## config.mk

```make
export PLATFORM = sky130hd
export DESIGN_NAME = frame_receiver
export DESIGN_NICKNAME = d
export VERILOG_FILES = /design/src/rtl/frame_receiver.sv
export SDC_FILE = /design/constraint.sdc
export NUM_CORES = 1
export LEC_CHECK = 0
export BUFFER_PORTS_ARGS = -buffer_cell sky130_fd_sc_hd__buf_2
export CELL_PAD_IN_SITES_DETAIL_PLACEMENT = 1
export CELL_PAD_IN_SITES_GLOBAL_PLACEMENT = 1
export CORE_MARGIN = 2
export CORE_UTILIZATION = 40
export CTS_CLUSTER_SIZE = 8
export DETAILED_ROUTE_END_ITERATION = 12
export GPL_TIMING_DRIVEN = 1
export PLACE_DENSITY_LB_ADDON = 0.05
export SETUP_SLACK_MARGIN = 0.5
export SLEW_MARGIN = 10
export SYNTH_ARGS = -nofsm -noshare
export SYNTH_HDL_FRONTEND = slang
export SYNTH_SLANG_ARGS = --single-unit
```

## constraint.sdc

```tcl
create_clock -name rx_clk -period 5.5 [get_ports rx_clk]
set_clock_uncertainty 0.1 [all_clocks]
set_input_delay 0.55 -clock rx_clk [delete_from_list [all_inputs] [get_ports rx_clk]]
set_output_delay 0.55 -clock rx_clk [all_outputs]
set_load 0.02 [all_outputs]
```

## src/rtl/frame_receiver.sv

```systemverilog
// frame_receiver
//   Receive side of the loop-delay tester. Parses DST MAC, SRC MAC and
//   EtherType of every frame on the MAC RX byte interface, flags frames that
//   carry the expected test header, measures rx_clk cycles from the sender's
//   tx_start pulse to the matching frame's goodframe status, and keeps frame
//   statistics.
//
// Ports
//   rx_clk, reset_n     clock, synchronous active-low reset
//   mac_rx_data/dvld    received byte stream, contiguous per frame
//   mac_rx_goodframe    1-cycle status: frame OK
//   mac_rx_badframe     1-cycle status: frame errored
//   tx_start            1-cycle pulse: test frame launched, (re)arms the timer
//   frame_match         1-cycle pulse: good frame with expected header
//   delay_valid/value   1-cycle pulse + measured loop delay in cycles
//   delay_timeout       sticky: timer saturated without a match
//   rx_frame_cnt        good frames, rx_match_cnt matching good frames,
//   rx_bad_cnt          bad/runt/oversize/unterminated frames (all wrap)
module frame_receiver #(
    parameter logic [47:0] EXP_DST_ADDR  = 48'hFFFF_FFFF_FFFF,
    parameter logic [47:0] EXP_SRC_ADDR  = 48'h0012_E228_130E,
    parameter logic [15:0] EXP_ETH_TYPE  = 16'h0806,
    parameter int          MAX_FRAME_LEN = 1518
) (
    input  logic        rx_clk,
    input  logic        reset_n,
    input  logic [7:0]  mac_rx_data,
    input  logic        mac_rx_dvld,
    input  logic        mac_rx_goodframe,
    input  logic        mac_rx_badframe,
    input  logic        tx_start,
    output logic        frame_match,
    output logic        delay_valid,
    output logic [31:0] delay_value,
    output logic        delay_timeout,
    output logic [15:0] rx_frame_cnt,
    output logic [15:0] rx_match_cnt,
    output logic [15:0] rx_bad_cnt
);

    localparam logic [10:0] MAX_LEN = 11'(MAX_FRAME_LEN);
    localparam logic [10:0] HDR_LEN = 11'd14;

    typedef enum logic [2:0] {
        IDLE, MAC_DST, MAC_SRC, ETH_TYPE, PAYLOAD, WAIT_STATUS, DROP
    } state_t;

    state_t      state, state_nxt;
    logic [10:0] byte_cnt, cnt_inc;
    logic [47:0] dst, src;
    logic [15:0] typ;
    logic        hdr_ok, runt;
    logic        need_gap;      // set by reset: ignore a frame already in flight
    logic [31:0] timer;
    logic        armed;

    // FSM-to-datapath controls
    logic first_byte, next_byte, frame_end;
    logic good_evt, match_evt, bad_evt;
    logic hdr_match;

    assign cnt_inc   = (byte_cnt == 11'h7FF) ? byte_cnt : byte_cnt + 11'd1;
    assign hdr_match = (dst == EXP_DST_ADDR) && (src == EXP_SRC_ADDR) &&
                       (typ == EXP_ETH_TYPE);

    always_ff @(posedge rx_clk) begin
        if (!reset_n) state <= IDLE;
        else          state <= state_nxt;
    end

    always_comb begin
        state_nxt  = state;
        first_byte = 1'b0;
        next_byte  = 1'b0;
        frame_end  = 1'b0;
        good_evt   = 1'b0;
        match_evt  = 1'b0;
        bad_evt    = 1'b0;
        case (state)
            IDLE: begin
                if (mac_rx_dvld && !need_gap) begin
                    first_byte = 1'b1;
                    state_nxt  = MAC_DST;
                end
            end
            MAC_DST, MAC_SRC, ETH_TYPE, PAYLOAD: begin
                if (!mac_rx_dvld) begin
                    frame_end = 1'b1;
                    state_nxt = WAIT_STATUS;
                end else begin
                    next_byte = 1'b1;
                    // state names where the *next* byte (index cnt_inc) lands
                    if (cnt_inc > MAX_LEN)        state_nxt = DROP;
                    else if (cnt_inc >= HDR_LEN)  state_nxt = PAYLOAD;
                    else if (cnt_inc >= 11'd12)   state_nxt = ETH_TYPE;
                    else if (cnt_inc >= 11'd6)    state_nxt = MAC_SRC;
                    else                          state_nxt = MAC_DST;
                end
            end
            DROP: begin
                if (!mac_rx_dvld) begin
                    frame_end = 1'b1;
                    state_nxt = WAIT_STATUS;
                end
            end
            WAIT_STATUS: begin
                if (mac_rx_goodframe || mac_rx_badframe) begin
                    if (mac_rx_goodframe && !mac_rx_badframe && !runt) begin
                        good_evt  = 1'b1;
                        match_evt = hdr_ok;
                    end else begin
                        bad_evt = 1'b1;
                    end
                    state_nxt = IDLE;
                end
                // a new frame starting here is always captured; without a
                // status the previous frame is counted as unterminated
                if (mac_rx_dvld) begin
                    if (!(mac_rx_goodframe || mac_rx_badframe)) bad_evt = 1'b1;
                    first_byte = 1'b1;
                    state_nxt  = MAC_DST;
                end
            end
            default: state_nxt = IDLE;
        endcase
    end

    // header capture and frame statistics
    always_ff @(posedge rx_clk) begin
        if (!reset_n) begin
            need_gap     <= 1'b1;
            byte_cnt     <= '0;
            dst          <= '0;
            src          <= '0;
            typ          <= '0;
            hdr_ok       <= 1'b0;
            runt         <= 1'b0;
            frame_match  <= 1'b0;
            rx_frame_cnt <= '0;
            rx_match_cnt <= '0;
            rx_bad_cnt   <= '0;
        end else begin
            need_gap <= need_gap && mac_rx_dvld;
            if (first_byte) begin
                byte_cnt <= 11'd1;
                dst      <= {40'd0, mac_rx_data};
            end else if (next_byte) begin
                byte_cnt <= cnt_inc;
                case (state)
                    MAC_DST:  dst <= {dst[39:0], mac_rx_data};
                    MAC_SRC:  src <= {src[39:0], mac_rx_data};
                    ETH_TYPE: typ <= {typ[7:0], mac_rx_data};
                    default:  ;
                endcase
            end
            if (frame_end) begin
                runt   <= (state == DROP) || (byte_cnt < HDR_LEN);
                hdr_ok <= (state != DROP) && (byte_cnt >= HDR_LEN) && hdr_match;
            end
            frame_match <= match_evt;
            if (good_evt)  rx_frame_cnt <= rx_frame_cnt + 16'd1;
            if (match_evt) rx_match_cnt <= rx_match_cnt + 16'd1;
            if (bad_evt)   rx_bad_cnt   <= rx_bad_cnt + 16'd1;
        end
    end

    // loop-delay timer; tx_start wins over match/saturation in its cycle,
    // but a simultaneous match still reports the old timer
    always_ff @(posedge rx_clk) begin
        if (!reset_n) begin
            timer         <= '0;
            armed         <= 1'b0;
            delay_value   <= '0;
            delay_valid   <= 1'b0;
            delay_timeout <= 1'b0;
        end else begin
            delay_valid <= 1'b0;
            if (match_evt && armed) begin
                delay_value <= timer + 32'd1;
                delay_valid <= 1'b1;
            end
            if (tx_start) begin
                timer         <= '0;
                armed         <= 1'b1;
                delay_timeout <= 1'b0;
            end else if (armed) begin
                if (match_evt) begin
                    armed <= 1'b0;
                end else if (timer == 32'hFFFF_FFFF) begin
                    armed         <= 1'b0;
                    delay_timeout <= 1'b1;
                end else begin
                    timer <= timer + 32'd1;
                end
            end
        end
    end

endmodule

```

# Word level (Yosys, flattened, before mapping)
# Cells that the tools add are included.
# op_classes
n_mul	0
n_bitwise	4
magnitude_cmp	6
add_sub_neg	5
reduce_logical	28
muxes	38
n_shift	0
n_eq_ne	15
div_mod_pow	0
# ops
cell	count
$add A16 B1 Y16 const B	3
$eq A48 B37 Y1 const B	1
$eq A48 B48 Y1 const B	1
$ge A11 B4 Y1 const B	3
$add A32 B1 Y32 const B	1
$eq A32 B32 Y1 const B	1
$mux W8	3
$mux W1	23
$mux W3	7
$eq A16 B12 Y1 const B	1
$reduce_and A3 Y1	5
$pmux W3 S4	1
$add A11 B1 Y11 const B	1
$eq A11 B11 Y1 const B	1
$ge A11 B3 Y1 const B	1
$gt A11 B11 Y1 const B	1
$lt A11 B4 Y1 const B	1
$mux W11	1
$eq A3 B3 Y1 const B	3
$logic_and A1 B1 Y1	9
$eq A3 B2 Y1 const B	2
$ne A3 B3 Y1 const B	2
$reduce_or A5 Y1	1
$mux W2	2
11 further kinds	21
# word_totals
wordCells	115
latchBits	0
regBits	245
ram_bits	0
output_inout_bits	83
input_bits	14
mem_bits_ro	0
memories	0

# Depth between registers and ports, before layout
# Gate-level depths: netlist of run 1.
# depth
ltp_word	9
depth_mapped	11
mapped_depth_nobuf	7

# Least setup slack after synthesis of run 1
# Ideal clock, no wire load.
# synth_path
path_type	register -> register
start	register byte_cnt[0]
end	register state[1]
setup_time_ns	0.137
stages_incl_launch_ff	8
t_required_ns	5.263
path_buffers	0
arrival_time_ns	1.944
synth_period_minus_slack_ns	2.181
setup_slack_ns	3.319
path_cell_list	dfxtp_1 -> ha_1 -> nand4_2 -> nor3_1 -> o22ai_1 -> o311ai_0 -> o31a_1 -> o32ai_1
# synth_between
elab_chain_cells	9
elab_cells_between_ends	13
cone_classes	1 x add/sub; 4 x order compare; 1 x eq/ne; 7 x mux
# synth_lines
element	line	source
start, declared	49	logic [10:0] byte_cnt, cnt_inc;
start signal, assigned	148	byte_cnt <= cnt_inc;
$add A11 B1 Y11 or $eq A11 B11 Y1 (tied branches)	62	assign cnt_inc = (byte_cnt == 11'h7FF) ? byte_cnt : byte_cnt + 11'd1;
$mux W11 (*)	62	
$ge A11 B3 Y1	96	else if (cnt_inc >= 11'd6) state_nxt = MAC_SRC;
$mux W2	96	
$mux W2	95	else if (cnt_inc >= 11'd12) state_nxt = ETH_TYPE;
$mux W3	94	else if (cnt_inc >= HDR_LEN) state_nxt = PAYLOAD;
$mux W3 (*)	93	if (cnt_inc > MAX_LEN) state_nxt = DROP;
$mux W3 (*)	87	if (!mac_rx_dvld) begin
$pmux W3 S4 (*)	79	case (state)
end signal, assigned	68	else state <= state_nxt;
end, declared	48	state_t state, state_nxt;
# Mark *: on every way between the ends. The rest lies on a longest branch, timed or not.
# A chain may end at the register's enable or synchronous reset.

# Worst setup path in the final report of run 1
# layout_path
start	register state[2]
end	register delay_value[27]
# layout_between
elab_chain_cells	3
# layout_lines
element	line	source
$eq A3 B3 Y1	79	
$mux W1	79	
$logic_and A1 B1 Y1	178	if (match_evt && armed) begin
end signal, assigned	179	delay_value <= timer + 32'd1;
end, declared	34	output logic [31:0] delay_value,
# No other way between the ends.

==> reports/metrics.csv, run 1 <==
metric;value;unit
synth_edf_count;0;
rows;59;
io_pins;97;
finalCriticalPeriod;3.04;ns
maxSlewHeadroom;23.2;%
worst_pin_slew;1.15;ns
rsz0062_at_grt;false;
area_growth;15.3;%
hp-class;in2reg;
critPathBufInv;0;
cp_cell_sequence;and3b_1 -> and3_1 -> and2_2 -> nor2_1 -> a211oi_1;
criticalPathCategory;reg2reg;
critPathMaxFanout;63;
holdBufCountCts;0;
io_buffer_count;96;
grt-ovfl-total;0;
antenna_cells;0;
cts_tree;done;
h-tree-depth;2;
clockBufferDepth;3;
postCtsSetupBuffers;0;
synth_commonest_cells;nand2_1 (258), dfxtp_1 (245), a21oi_1 (136);
place_inst;1647;
yosysMostFrequentCell;nand2_1;
netlist-cell-type-count;65;
status;complete, no violations;
synthFlopType;dfxtp_1;
grt_max_degree;99;
die_h;166;um
drt-initial-drc-count;421;
dp_hpwl;18800;um
die_area;27600;um2
p_leak;0.00422;uW
vias;9093;
drt_wl_total;28100;um
drtAntennaViolNets;0;
finalSetupViolCount;0;
setup_tns;0;ns
endpoint_kind;flop;
drc_errors;0;
cts-resized-gates;0;
final_area;12100;um2
vias_per_cell;5.39;
drv_cap;0;
critPathArrivalTime;3.33;ns
worst_slack;2.46;ns
synth_area_per_cell;8.22;um2
ir_worst_vdd;0.000206;V
period_share;55.3;%
antenna_found_initial;1;
drtPass1Iterations;4;
fp.dieW;166;um
crit_slowest_cell;and2_2;
nets;1370;
async_reset_ff_share;0;%
grt_util_all_layers;20.1;%
synthCells;1281;
grt_pass1_vias;9170;
start_util;40.5;%
synth_seq_cells;245;
clock_latency;0.50;ns
synth_area_leaders;dfxtp_1 (47%), nand2_1 (9.2%), a21oi_1 (6.5%);
seq_area_frac_synth;46.6;%
synth_area_leader_cell;dfxtp_1;
critPathLaunchType;flop;
core;26000;um2
cts_buffers;36;
cts.sinks;245;
powerDensity;320;nW/um2
drive_above_1_share;12.2;%
cp_top_family;simple AND/OR/NAND/NOR gates;
slowest_delay;0.98;ns
gp_congestion;0.795;
clockRootBuffer;clkbuf_16;
finalHoldViolations;0;
max_freq;329;MHz
routedWlPerCell;16.6;um
maxSlewViolCount;0;
synth_top_area_share;46.6;%
place_ws;2.37;ns
cp.required;5.79;ns
ys_warn_count;0;
layoutNonFillerInstCount;1687;
syn-num-nets;1301;
grt_pass1_wl;46700;um
syn-cell-area;10500;um2
placed_area;11200;um2
clkTransAtPathRegs;0.05;ns
[path summary, 6_finish.rpt]
path / startpoint / to / slack [ns] / cells after the start
worst max-delay path: state[2] / delay_value[27] / 2.46 / 5
worst max register to register: state[2] / delay_value[27] / 2.46 / 5
worst min register to register: dst[40] / dst[40] / 0.35 / 2
worst min-delay path: tx_start / armed / 0.18 / 3
[worst reg2reg max path, cell delays in order, from the launching register on]
cell and delay [ns]:
dfxtp_1 0.55, and3b_1 0.40, and3_1 0.48, and2_2 0.98, nor2_1 0.12, a211oi_1 0.31
[metrics by stage]
stage	power, uW	hold slack (ns)	util (%)
after detailed placement	1990	0.350	43.0
after floorplan	1940	0.331	-
after global routing	4030	0.207	46.7
final	3890	0.184	46.7
after CTS	3950	0.170	46.7
after global placement	1980	0.342	43.0
[registers in the layout (all words and copies together), names as in the netlist]
register	cells
armed	1
byte_cnt	11
delay_timeout	1
delay_valid	1
delay_value	32
dst	48
frame_match	1
hdr_ok	1
need_gap	1
runt	1
rx_bad_cnt	16
rx_frame_cnt	16
rx_match_cnt	16
src	48
state	3
timer	32
typ	16
[cell usage in the layout, fill, tap and decap left out, types with 5 or more instances in the layout]
cell type  synthesis  routed
buf_2             15      96
nand4_1           43      43
nor2_1           130     130
inv_1             13      13
and3_1            18      18
xnor2_1           41      41
mux2i_1           13      13
ha_1               6       6
nor4b_1            7       7
nand2_1          258     258
or3_1             18      18
o21ai_0           29      29
and2_1            13      12
and4_1             9       9
dfxtp_1          245     245
o211ai_1           5       5
nor3_1            20      18
buf_4              2       8
a21oi_1          136     136
clkbuf_16          0      37
nor4_1            12      12
xor2_1            55      55
a211oi_1          29      29
nand3_1           50      50
[report_power, final]
part	internal, uW	total (uW)	switching, uW	leakage (uW)
Combinational	37.3	137	99.6	0.00178
Clock	1180	1940	756	0.000469
Sequential	1790	1810	20.0	0.00197
[cells by family (layout without fill, tap and decap cells)]
family,after synthesis,after routing,share of synthesized area [%]
xor gates and xnor gates,96,96,7.99
AOI/OAI and AO/OA,222,222,12.1
buffers and inverters,87,158,3.49
muxes,14,14,1.34
adders and majority gates,6,6,0.713
DFF,245,245,46.6
and+or+nand+nor,611,611,27.7
[metal layers]
layer	GRT usage [%]	part of all wire, %	vias up
met2	33.4	46	119
met4	5.10	1.7	2
met5	0	0.057	-
met1	26.9	48	4387
met3	3.96	3.7	42
li1	-	-	4543
[layout make-up]
class / count / area (um2)
timing repair buffer: 104 / 541
multi-input combinational: 949 / 5270
sequential: 245 / 4900
fill: 3105 / 13900
inverter: 14 / 55.1
tap: 335 / 419
clock buffer: 37 / 926
clock inverter: 3 / 22.5
No activity file was read; power rests on OpenSTA's default activity.
==> run 2, diff against run 1 <==
--- a/config.mk
+++ b/config.mk
@@ -5,11 +5,12 @@
 export SDC_FILE = /design/constraint.sdc
 export NUM_CORES = 1
 export LEC_CHECK = 0
+export ABC_AREA = 1
 export BUFFER_PORTS_ARGS = -buffer_cell sky130_fd_sc_hd__buf_2
 export CELL_PAD_IN_SITES_DETAIL_PLACEMENT = 1
 export CELL_PAD_IN_SITES_GLOBAL_PLACEMENT = 1
 export CORE_MARGIN = 2
-export CORE_UTILIZATION = 40
+export CORE_UTILIZATION = 39
 export CTS_CLUSTER_SIZE = 8
 export DETAILED_ROUTE_END_ITERATION = 12
 export GPL_TIMING_DRIVEN = 1
==> constraint.sdc (replaced) <==
create_clock -name rx_clk -period 2.55 [get_ports rx_clk]
set_clock_uncertainty 0.1 [all_clocks]
set_input_delay 0.255 -clock rx_clk [delete_from_list [all_inputs] [get_ports rx_clk]]
set_output_delay 0.255 -clock rx_clk [all_outputs]
set_load 0.02 [all_outputs]
==> run 2 against run 1 <==
  * Clock-buffer cell count up 3
  * Die area up 4.0%
  * First-iteration DRC count up 39%
  * Global-route usage up 1.9 points
  * Synthesized cell count up 13%
  * Sequential power up 120%
  * Worst setup slack worse by 2.0 ns
  * Combinational power rose to 3.6 times the previous value
  * Fmax up 47%
  * Critical endpoint is now delay_value[22]
==> reports/metrics.csv, run 2 <==
metric;value;unit;change
status;complete, no violations;;
synth_area_per_cell;7.36;um2;-10%
clockRootBuffer;clkbuf_16;;
worstHoldEndpoint;state[0];;
r2r-end;delay_value[22];;
syn-num-nets;1471;;+13%
whs_path_depth;6;;+3
seq_area_frac_synth;45.9;%;-0.67 points
maxSlewHeadroom;36.9;%;+14 points
clockBufferDepth;3;;unchanged
grt_util_all_layers;21.9;%;+1.9 points
final_cell_mix;dfxtp_1 (225), a21oi_1 (180), inv_1 (170);;
yosysMostFrequentCell;dfxtp_1;;
r2r_slack;0.49;ns;-1.97 ns
drv_cap;0;;unchanged
io_pins;97;;unchanged
synth_area_leader_cell;dfxtp_1;;
synth_commonest_cells;dfxtp_1 (245), a21oi_1 (181), inv_1 (176);;
vias;10200;;+12%
grt_max_degree;105;;+6.1%
reg2reg_depth;13;;+8
finalHoldViolations;0;;unchanged
rr_startpoint;timer[1];;
drive_above_1_share;21.9;%;+9.7 points
placed_area;11500;um2;+3.1%
syn-cell-area;10700;um2;+1.5%
p_total;8670;uW;+120%
synth_seq_cells;245;;unchanged
endpoint_kind;flop;;
maxSlewViolCount;0;;unchanged
cp.required;2.83;ns;-2.96 ns
async_reset_ff_share;0;%;unchanged
clkTransAtPathRegs;0.05;ns;about the same
rsz0062_at_grt;true;;
critPathLaunchType;flop;;
min_from;mac_rx_badframe;;
ys_warn_count;0;;unchanged
reg_top3;dst x48, src x48;;
finalCriticalPeriod;2.06;ns;-0.976 ns
max_freq;485;MHz;+47%
rows;60;;+1.7%
grt_pass1_wl;51900;um;+11%
antenna_found_initial;0;;-1
core;27000;um2;+3.7%
drt-initial-drc-count;586;;+39%
io_buffer_count;96;;unchanged
vias_per_cell;5.24;;-2.9%
cts.sinks;245;;unchanged
period_share;80.9;%;+26 points
ir_worst_vdd;0.000447;V;+120%
start_util;39.6;%;-0.89 points
drt_wl_total;32200;um;+15%
final_area;13700;um2;+13%
critPathMaxFanout;5;;-92%
hp-class;in2reg;;
synth_top_area_share;45.9;%;-0.67 points
synthCells;1451;;+13%
routedWlPerCell;16.5;um;-0.68%
gp_congestion;0.823;;+3.5%
critPathArrivalTime;2.35;ns;-0.98 ns
cts_buffers;36;;unchanged
layout_commonest_cell;dfxtp_1;;
p_leak;0.00545;uW;+29%
worst_pin_slew;0.947;ns;-0.199 ns
netlist-cell-type-count;37;;-43%
powerDensity;633;nW/um2;+98%
cts_tree;done;;
finalSetupViolCount;0;;unchanged
drc_errors;0;;unchanged
setup_tns;0;ns;unchanged
synth_area_leaders;dfxtp_1 (46%), a21oi_1 (8.5%), o21ai_0 (6.9%);;
die_h;169;um;+2.0%
synth_edf_count;0;;unchanged
nFillCells;3295;;+6.1%
drtAntennaViolNets;0;;unchanged
fp.dieW;169;um;+2.0%
criticalPathCategory;reg2reg;;
nets;1626;;+19%
synthFlopType;dfxtp_1;;
clock_latency;0.50;ns;about the same
area_growth;28.1;%;
h-tree-depth;2;;unchanged
antenna_cells;0;;unchanged
drtPass1Iterations;4;;unchanged
grt-ovfl-total;0;;unchanged
grt_pass1_vias;10400;;+13%
die_area;28700;um2;+4.0%
dp_hpwl;20900;um;+12%
-- run 2: through the flow --
step	std cells	hold slack, ns	util, %	setup WS (ns)
after detailed placement	1838	0.340	42.8	0.118
final	1951	0.0618	50.8	0.487
after global placement	1838	0.336	42.8	0.177
after global routing	1951	0.105	50.8	0.338
after CTS	1906	0.0514	47.9	0.485
after floorplan	1451	0.276	-	0.508
-- run 2: final cells by class --
type                            count  area, um2  area share [%]
Clock buffer                       40        947            6.92
Clock inverter                      2       17.5           0.128
Inverter                          186        717            5.24
Multi-Input combinational cell    952       5360            39.2
Sequential cell                   245       4940            36.1
Tap cell                          341        427            3.12
Timing Repair Buffer              184       1260            9.24
Timing Repair inverter              1       7.51          0.0549
-- run 2: worst max-delay path by stage --
stage          slack [ns]        start              end  cells past startpoint
2_1_floorplan        0.51     timer[0]  delay_value[24]                     13
3_3_place_gp         0.18  byte_cnt[0]         state[0]                     14
3_5_place_dp         0.12  byte_cnt[0]         state[0]                     14
4_1_cts              0.48  byte_cnt[2]         state[0]                     14
5_1_grt              0.34     timer[1]  delay_value[22]                     13
6_report             0.49     timer[1]  delay_value[22]                     13
-- run 2: worst max-delay path: stages (launching register included) --
cell,delay [ns]
dfxtp_4,0.36
ha_4,0.15
nand2_4,0.06
nor2_4,0.13
nand3_4,0.10
nor2_4,0.09
nand2_2,0.08
nor2_4,0.14
nand4_4,0.12
nor2_4,0.21
nand2_2,0.09
xor2_2,0.15
o21ai_1,0.13
inv_1,0.04
-- run 2: per-layer routing --
| layer | track usage, % | vias up | part of all wire (%) |
|---|---|---|---|
| met5 | 0 | - | 0 |
| met4 | 6.17 | 0 | 2.5 |
| met3 | 4.43 | 62 | 3.9 |
| met2 | 38.8 | 136 | 50 |
| met1 | 27.1 | 4903 | 44 |
| li1 | - | 5113 | - |
-- run 2: cells by family (layout without fill, tap and decap cells) --
kind of cell             after synthesis  after routing  share of synthesized area (%)
adder cells (fa/ha/maj)                6              6                          0.703
buffers and inverters                254            413                           9.09
flip-flops                           245            245                           45.9
AO/OA/AOI/OAI                        343            343                           16.4
AND/OR/NAND/NOR                      564            564                           24.7
XOR/XNOR                              39             39                           3.20
-- run 2: what timing repair did --
action / CTS / global route
resized for setup: 49 / 122
pin swaps: 12 / 48
cloned: 1 / 0
hold buffers: 10 / 0
hold endpoints to repair: 18 / 0
endpoints found under the setup margin: 113 / 159
buffers inserted: 15 / 45
-- run 2: power by group --
| group | internal, uW | switching [uW] | total, uW |
|---|---|---|---|
| logic | 164 | 330 | 494 |
| clock network | 2590 | 1650 | 4240 |
| registers | 3880 | 53.6 | 3940 |
| total | 6640 | 2030 | 8670 |
